===== src/rtl/fir_job_ctrl.sv =====
// fir_job_ctrl: job sequencer for the FIR datapath.
// A job clears the datapath, admits one coefficient beat, admits len_i x beats,
// and waits for len_i y beats before it pulses done. The block drives only the
// stream enables and the datapath clear. It observes the handshakes and never
// touches stream data.
module fir_job_ctrl #(
  parameter int LEN_WIDTH = 16,
  parameter int CNT_WIDTH = 32
) (
  input  logic                 clk_i,
  input  logic                 rst_i,
  input  logic                 start_i,
  input  logic                 abort_i,
  input  logic [LEN_WIDTH-1:0] len_i,
  output logic                 h_en_o,
  output logic                 x_en_o,
  output logic                 y_en_o,
  output logic                 clear_o,
  input  logic                 h_hs_i,
  input  logic                 x_hs_i,
  input  logic                 y_hs_i,
  output logic                 busy_o,
  output logic                 done_o,
  output logic [LEN_WIDTH-1:0] x_cnt_o,
  output logic [LEN_WIDTH-1:0] y_cnt_o,
  output logic [CNT_WIDTH-1:0] stall_cnt_o
);

  typedef enum logic [2:0] {
    S_IDLE,
    S_CLEAR,
    S_LOAD_H,
    S_STREAM,
    S_DRAIN,
    S_DONE
  } state_e;

  state_e               state_q, state_d;
  logic [LEN_WIDTH-1:0] len_q, len_d;
  logic [LEN_WIDTH-1:0] x_cnt_q, x_cnt_d;
  logic [LEN_WIDTH-1:0] y_cnt_q, y_cnt_d;
  logic [CNT_WIDTH-1:0] stall_q, stall_d;
  logic                 h_en_q, h_en_d;
  logic                 x_en_q, x_en_d;
  logic                 y_en_q, y_en_d;
  logic                 clear_q, clear_d;
  logic                 done_q, done_d;

  // A handshake counts only while its gate is open. The gates are the
  // registered enables, so they match what the stream gates see this cycle.
  logic h_fire, x_fire, y_fire;
  assign h_fire = h_en_q & h_hs_i;
  assign x_fire = x_en_q & x_hs_i;
  assign y_fire = y_en_q & y_hs_i;

  // Next-state, counter and registered-output decode.
  always_comb begin
    // NOTE: every signal written here gets a default first. A path that leaves
    // a signal unassigned would infer a latch.
    state_d = state_q;
    len_d   = len_q;
    x_cnt_d = x_cnt_q;
    y_cnt_d = y_cnt_q;
    stall_d = stall_q;
    clear_d = 1'b0;

    // Beat and stall accounting while the job streams.
    if (state_q == S_STREAM || state_q == S_DRAIN) begin
      if (x_fire) begin
        x_cnt_d = x_cnt_q + LEN_WIDTH'(1);
      end
      if (y_fire) begin
        y_cnt_d = y_cnt_q + LEN_WIDTH'(1);
      end
      if (!x_fire && !y_fire && stall_q != '1) begin
        stall_d = stall_q + CNT_WIDTH'(1);
      end
    end

    unique case (state_q)
      S_IDLE: begin
        if (start_i) begin
          len_d   = len_i;
          x_cnt_d = '0;
          y_cnt_d = '0;
          stall_d = '0;
          state_d = S_CLEAR;
        end
      end
      S_CLEAR: begin
        state_d = S_LOAD_H;
      end
      S_LOAD_H: begin
        // An empty job still consumes its coefficient beat, then finishes.
        if (h_fire) begin
          state_d = (len_q == '0) ? S_DONE : S_STREAM;
        end
      end
      S_STREAM: begin
        // On the last x beat, skip DRAIN if every y beat has already left.
        if (x_fire && x_cnt_d == len_q) begin
          state_d = (y_cnt_d == len_q) ? S_DONE : S_DRAIN;
        end
      end
      S_DRAIN: begin
        if (y_cnt_d == len_q) begin
          state_d = S_DONE;
        end
      end
      S_DONE: begin
        state_d = S_IDLE;
      end
      default: begin
        state_d = S_IDLE;
      end
    endcase

    // Abort wins over any normal transition. Counters keep the values they
    // held when the abort was seen, and the datapath gets a clear pulse.
    if (abort_i && state_q != S_IDLE) begin
      state_d = S_IDLE;
      x_cnt_d = x_cnt_q;
      y_cnt_d = y_cnt_q;
      stall_d = stall_q;
      clear_d = 1'b1;
    end

    // Outputs are decoded from the next state and registered, so each change
    // appears together with the state it belongs to.
    h_en_d  = (state_d == S_LOAD_H);
    x_en_d  = (state_d == S_STREAM);
    y_en_d  = (state_d == S_STREAM) || (state_d == S_DRAIN);
    clear_d = clear_d || (state_d == S_CLEAR);
    done_d  = (state_d == S_DONE);
  end

  // State, counters and output registers. Synchronous reset clears everything.
  always_ff @(posedge clk_i) begin
    // NOTE: sequential state uses non-blocking assignments so every register
    // samples the values from before this edge.
    if (rst_i) begin
      state_q <= S_IDLE;
      len_q   <= '0;
      x_cnt_q <= '0;
      y_cnt_q <= '0;
      stall_q <= '0;
      h_en_q  <= 1'b0;
      x_en_q  <= 1'b0;
      y_en_q  <= 1'b0;
      clear_q <= 1'b0;
      done_q  <= 1'b0;
    end else begin
      state_q <= state_d;
      len_q   <= len_d;
      x_cnt_q <= x_cnt_d;
      y_cnt_q <= y_cnt_d;
      stall_q <= stall_d;
      h_en_q  <= h_en_d;
      x_en_q  <= x_en_d;
      y_en_q  <= y_en_d;
      clear_q <= clear_d;
      done_q  <= done_d;
    end
  end

  assign h_en_o      = h_en_q;
  assign x_en_o      = x_en_q;
  assign y_en_o      = y_en_q;
  assign clear_o     = clear_q;
  assign done_o      = done_q;
  assign busy_o      = (state_q != S_IDLE);
  assign x_cnt_o     = x_cnt_q;
  assign y_cnt_o     = y_cnt_q;
  assign stall_cnt_o = stall_q;

endmodule

===== config.mk =====
export PLATFORM = sky130hd
export DESIGN_NAME = fir_job_ctrl
export DESIGN_NICKNAME = d
export VERILOG_FILES = /design/src/rtl/fir_job_ctrl.sv
export SDC_FILE = /design/constraint.sdc
export NUM_CORES = 1
export LEC_CHECK = 0
export ABC_AREA = 1
export CAP_MARGIN = 20
export CORE_ASPECT_RATIO = 2
export CORE_MARGIN = 4
export CORE_UTILIZATION = 60
export CTS_BUF_LIST = sky130_fd_sc_hd__clkbuf_2
export DETAILED_ROUTE_END_ITERATION = 6
export PLACE_DENSITY_LB_ADDON = 0.25
export SLEW_MARGIN = 10
export SYNTH_ARGS = -nofsm -noshare
export SYNTH_HDL_FRONTEND = slang
export SYNTH_SLANG_ARGS = --single-unit
export TNS_END_PERCENT = 5

===== constraint.sdc =====
create_clock -name clk_i -period 4.2 [get_ports clk_i]
set_clock_uncertainty 0.2 [all_clocks]
set_input_delay 1.26 -clock clk_i [delete_from_list [all_inputs] [get_ports clk_i]]
set_output_delay 1.26 -clock clk_i [all_outputs]
set_load 0.01 [all_outputs]

==> out/results.tsv <==
stage	metric	value	unit
hold_path	hold_depth	2	
drt	first_iter_violations	519	
floorplan	core	8710	µm²
logic_synthesis	netlist_area	5380	µm²
global_routing	grt_pass1_vias	6188	
drt	drt-vias-per-instance	5.82	
logic_synthesis	synth-seq-area-share	32.7	%
floorplan	start_util	61.8	%
critical_path	critical_path.max_stage_delay	0.48	ns
critical_path	r2r_cells	16	
critical_path	worstPathCellList	clkdlybuf4s50_1 > nand2_1 > inv_1 > buf_4 > nand3_1 > nand2_1 > nand2_1 > nand2_1 > nand2_1 > nor2_1 > nand2_1 > nor2_1 > nand3_1 > a21oi_1 > nand2_1 > nand2_1 > and2_1	
drt	final_antenna_net_count	0	
timing	layout_setup_ws	0.713	ns
clock_network	cts-root-buf	clkbuf_2	
drt	num_vias	6190	
timing	max_freq	0.287	GHz
timing	tns	0	ns
clock_network	cts_tree	built	
critical_path	worstSetupPathType	primary input to flip-flop	
layout	nets	984	
global_routing	antenna_found_initial	1	
global_routing	grt_use_total	32.9	%
floorplan	num_rows	48	
job	maxCapViolCount	0	
logic_synthesis	ys_ff_latch	88	
drt	drt-total-wl	16.8	mm
critical_path	critPathCaptureType	flip-flop	
logic_synthesis	avgSynthCellArea	6.19	µm²
timing	fin_crit_sh	83.0	%
global_routing	grt_max_degree	37	
hold_path	min_to	stall_cnt_o[23]	
critical_path	crit_family	simple AND/OR/NAND/NOR gates	
placed_design	preCtsSetupSlack	0.179	ns
timing	slew_headroom	54.5	%
timing	tightest_slew	0.676	ns
critical_path	worstSetupStartpointType	primary input	
hold_path	hold_class	flip-flop to flip-flop	
floorplan	die_y	142	µm
clock_network	post_cts_buffers	0	
pwr	p_per_area	263	nW/µm²
layout	drive_above_1_share	5.72	%
clock_network	clk_latency	0.56	ns
layout	synthToLayoutAreaGrowth	21.5	%
timing	finalCriticalPeriod	3.49	ns
timing	finalHoldViolations	0	
clock_network	ctsLongestPathBuffers	2	
clock_network	clk_pin_slew	0.23	ns
layout	most-common-layout-cells	nand2_1, inv_1, clkdlybuf4s50_1	
logic_synthesis	syn_nets	896	
logic_synthesis	synthesis.yosys.warnings	0	
timing	final-setup-viol-count	0	
pwr	peakVddDrop	189	µV
floorplan	die_area	10600	µm²
timing	finalHoldWorstSlack	0.318	ns
logic_synthesis	synth_cell_type_count	42	
critical_path	crit_path_frequent_cell	nand2_1	
critical_path	cp_max_fo	7	
clock_network	holdBufCountCts	0	
clock_network	clock_sinks	88	
floorplan	die_x	75.0	µm
critical_path	arrival	3.80	ns
clock_network	cts_resized	0	
drt	wire_per_inst	15.8	µm
global_routing	grt_overflow	0	
layout	final_common_cell	nand2_1	
drt	first_pass_iters	7	
placed_design	hpwlAfterDp	12.8	mm
critical_path	cp.required	4.52	ns
hold_path	hp-start	stall_cnt_o[23]	
critical_path	r2r_start	state_q[1]	
placed_design	gp_congestion	0.954	
layout	regArea	1760	µm²
layout	multi_input_area	3070	µm²
floorplan	boundaryPins	93	
run_status	violations	design-rule violations	
clock_network	numCtsBuffers	9	
timing	grt_setup_unrepaired	no	
layout	final.fill_count	741	
critical_path	worstReg2RegEnd	h_en_o	
logic_synthesis	syn_inst	870	
clock_network	htree_levels	3	
drt	drc	9	
global_routing	grt_pass1_wl	27.2	mm
timing	maxSlewViolCount	0	
pwr	p_leak	2.61	nW
placed_design	port_buffers	92	
critical_path	cpMaxStageDelayCell	clkdlybuf4s50_1	
critical_path	r2r_slack	1.30	ns
critical_path	cp_num_buf_inv	3	
run_status	status	finished, violations left	
layout make-up:
| type | instances | area share [%] |
|---|---|---|
| Multi-Input combinational cell | 639 | 46.9 |
| Sequential cell | 88 | 27.0 |
| Timing Repair Buffer | 98 | 14.8 |
| Inverter | 122 | 7.01 |
| Tap cell | 100 | 1.91 |
| Clock inverter | 5 | 1.63 |
| Clock buffer | 10 | 0.766 |
| Antenna cell | 1 | 0.0383 |
sequential cells by signal, summed over array words and instances, names as in the netlist:
name	cells
clear_o	1
len_q	16
y_cnt_o	16
h_en_o	1
y_en_o	1
done_o	1
stall_cnt_o	32
state_q	3
x_en_o	1
x_cnt_o	16
kinds of logic after synthesis:
group | Yosys count | synth area share, %
AO/OA/AOI/OAI | 121 | 11.8
XOR/XNOR | 14 | 2.81
flip-flops | 88 | 32.7
buffers and inverters | 143 | 10.3
AND/OR/NAND/NOR | 501 | 41.7
adder cells (fa/ha/maj) | 3 | 0.698
where the power goes:
| part | switching, mW | internal [mW] | leakage (nW) |
|---|---|---|---|
| Combinational | 0.183 | 0.0974 | 1.81 |
| Clock | 0.291 | 0.256 | 0.0882 |
| Sequential | 0.0292 | 0.861 | 0.713 |
| Total | 0.503 | 1.22 | 2.61 |
stage by stage:
step           util [%]  cell area [µm²]  std cells  power (mW)
2_1_floorplan         -             5380        870        1.08
3_3_place_gp       73.2             6380       1047        1.17
3_5_place_dp       73.2             6380       1047        1.18
4_1_cts            75.0             6530       1062        1.72
5_1_grt            75.1             6540       1063        1.79
6_report           75.1             6540       1063        1.72
worst min-delay path: cells and delay by family (launching register included):
| family | cells | cell delay (ns) |
|---|---|---|
| AOI/OAI and AO/OA | 1 | 0.05 |
| DFF | 1 | 0.39 |
| buffers and inverters | 1 | 0.07 |
synthesized netlist by cell type, drive strengths merged:
| cell type | n | area share, % |
|---|---|---|
| a211oi | 1 | 0.14 |
| a21oi | 68 | 6.3 |
| a2bb2oi | 2 | 0.33 |
| a31oi | 1 | 0.12 |
| and2 | 1 | 0.12 |
| and3 | 2 | 0.23 |
| buf | 7 | 0.79 |
| clkbuf | 14 | 0.98 |
| clkinv | 2 | 0.14 |
| dfxtp | 88 | 33 |
| ha | 3 | 0.70 |
| inv | 120 | 8.4 |
| nand2 | 270 | 20 |
| nand3 | 83 | 8.2 |
| nand3b | 3 | 0.42 |
| nand4 | 28 | 3.3 |
| nor2 | 85 | 6.9 |
| nor3 | 20 | 2.0 |
| nor4 | 6 | 0.70 |
| o21a | 3 | 0.42 |
| o21ai | 44 | 4.2 |
| o21bai | 1 | 0.14 |
| o221ai | 1 | 0.16 |
| or2 | 3 | 0.35 |
| xnor2 | 1 | 0.16 |
| xnor3 | 1 | 0.42 |
| xor2 | 11 | 1.8 |
| xor3 | 1 | 0.44 |
how the worst max path moves through the flow:
| stage | startpoint | to | slack (ns) | cells past startpoint |
|---|---|---|---|---|
| after CTS | x_hs_i | done_o | 0.79 | 17 |
| after detailed placement | x_hs_i | h_en_o | 0.18 | 17 |
| final | x_hs_i | h_en_o | 0.71 | 17 |
| after global routing | x_hs_i | done_o | 0.43 | 17 |
| after global placement | x_hs_i | h_en_o | 0.22 | 18 |
| after floorplan | x_hs_i | h_en_o | 1.17 | 16 |
metal layers:
| layer | global-route usage [%] | part of all wire [%] |
|---|---|---|
| met5 | 0 | 0 |
| met4 | 22.8 | 7.4 |
| met3 | 5.45 | 5.4 |
| met2 | 59.4 | 53 |
| met1 | 32.2 | 34 |
No activity file was read; power rests on OpenSTA's default activity.
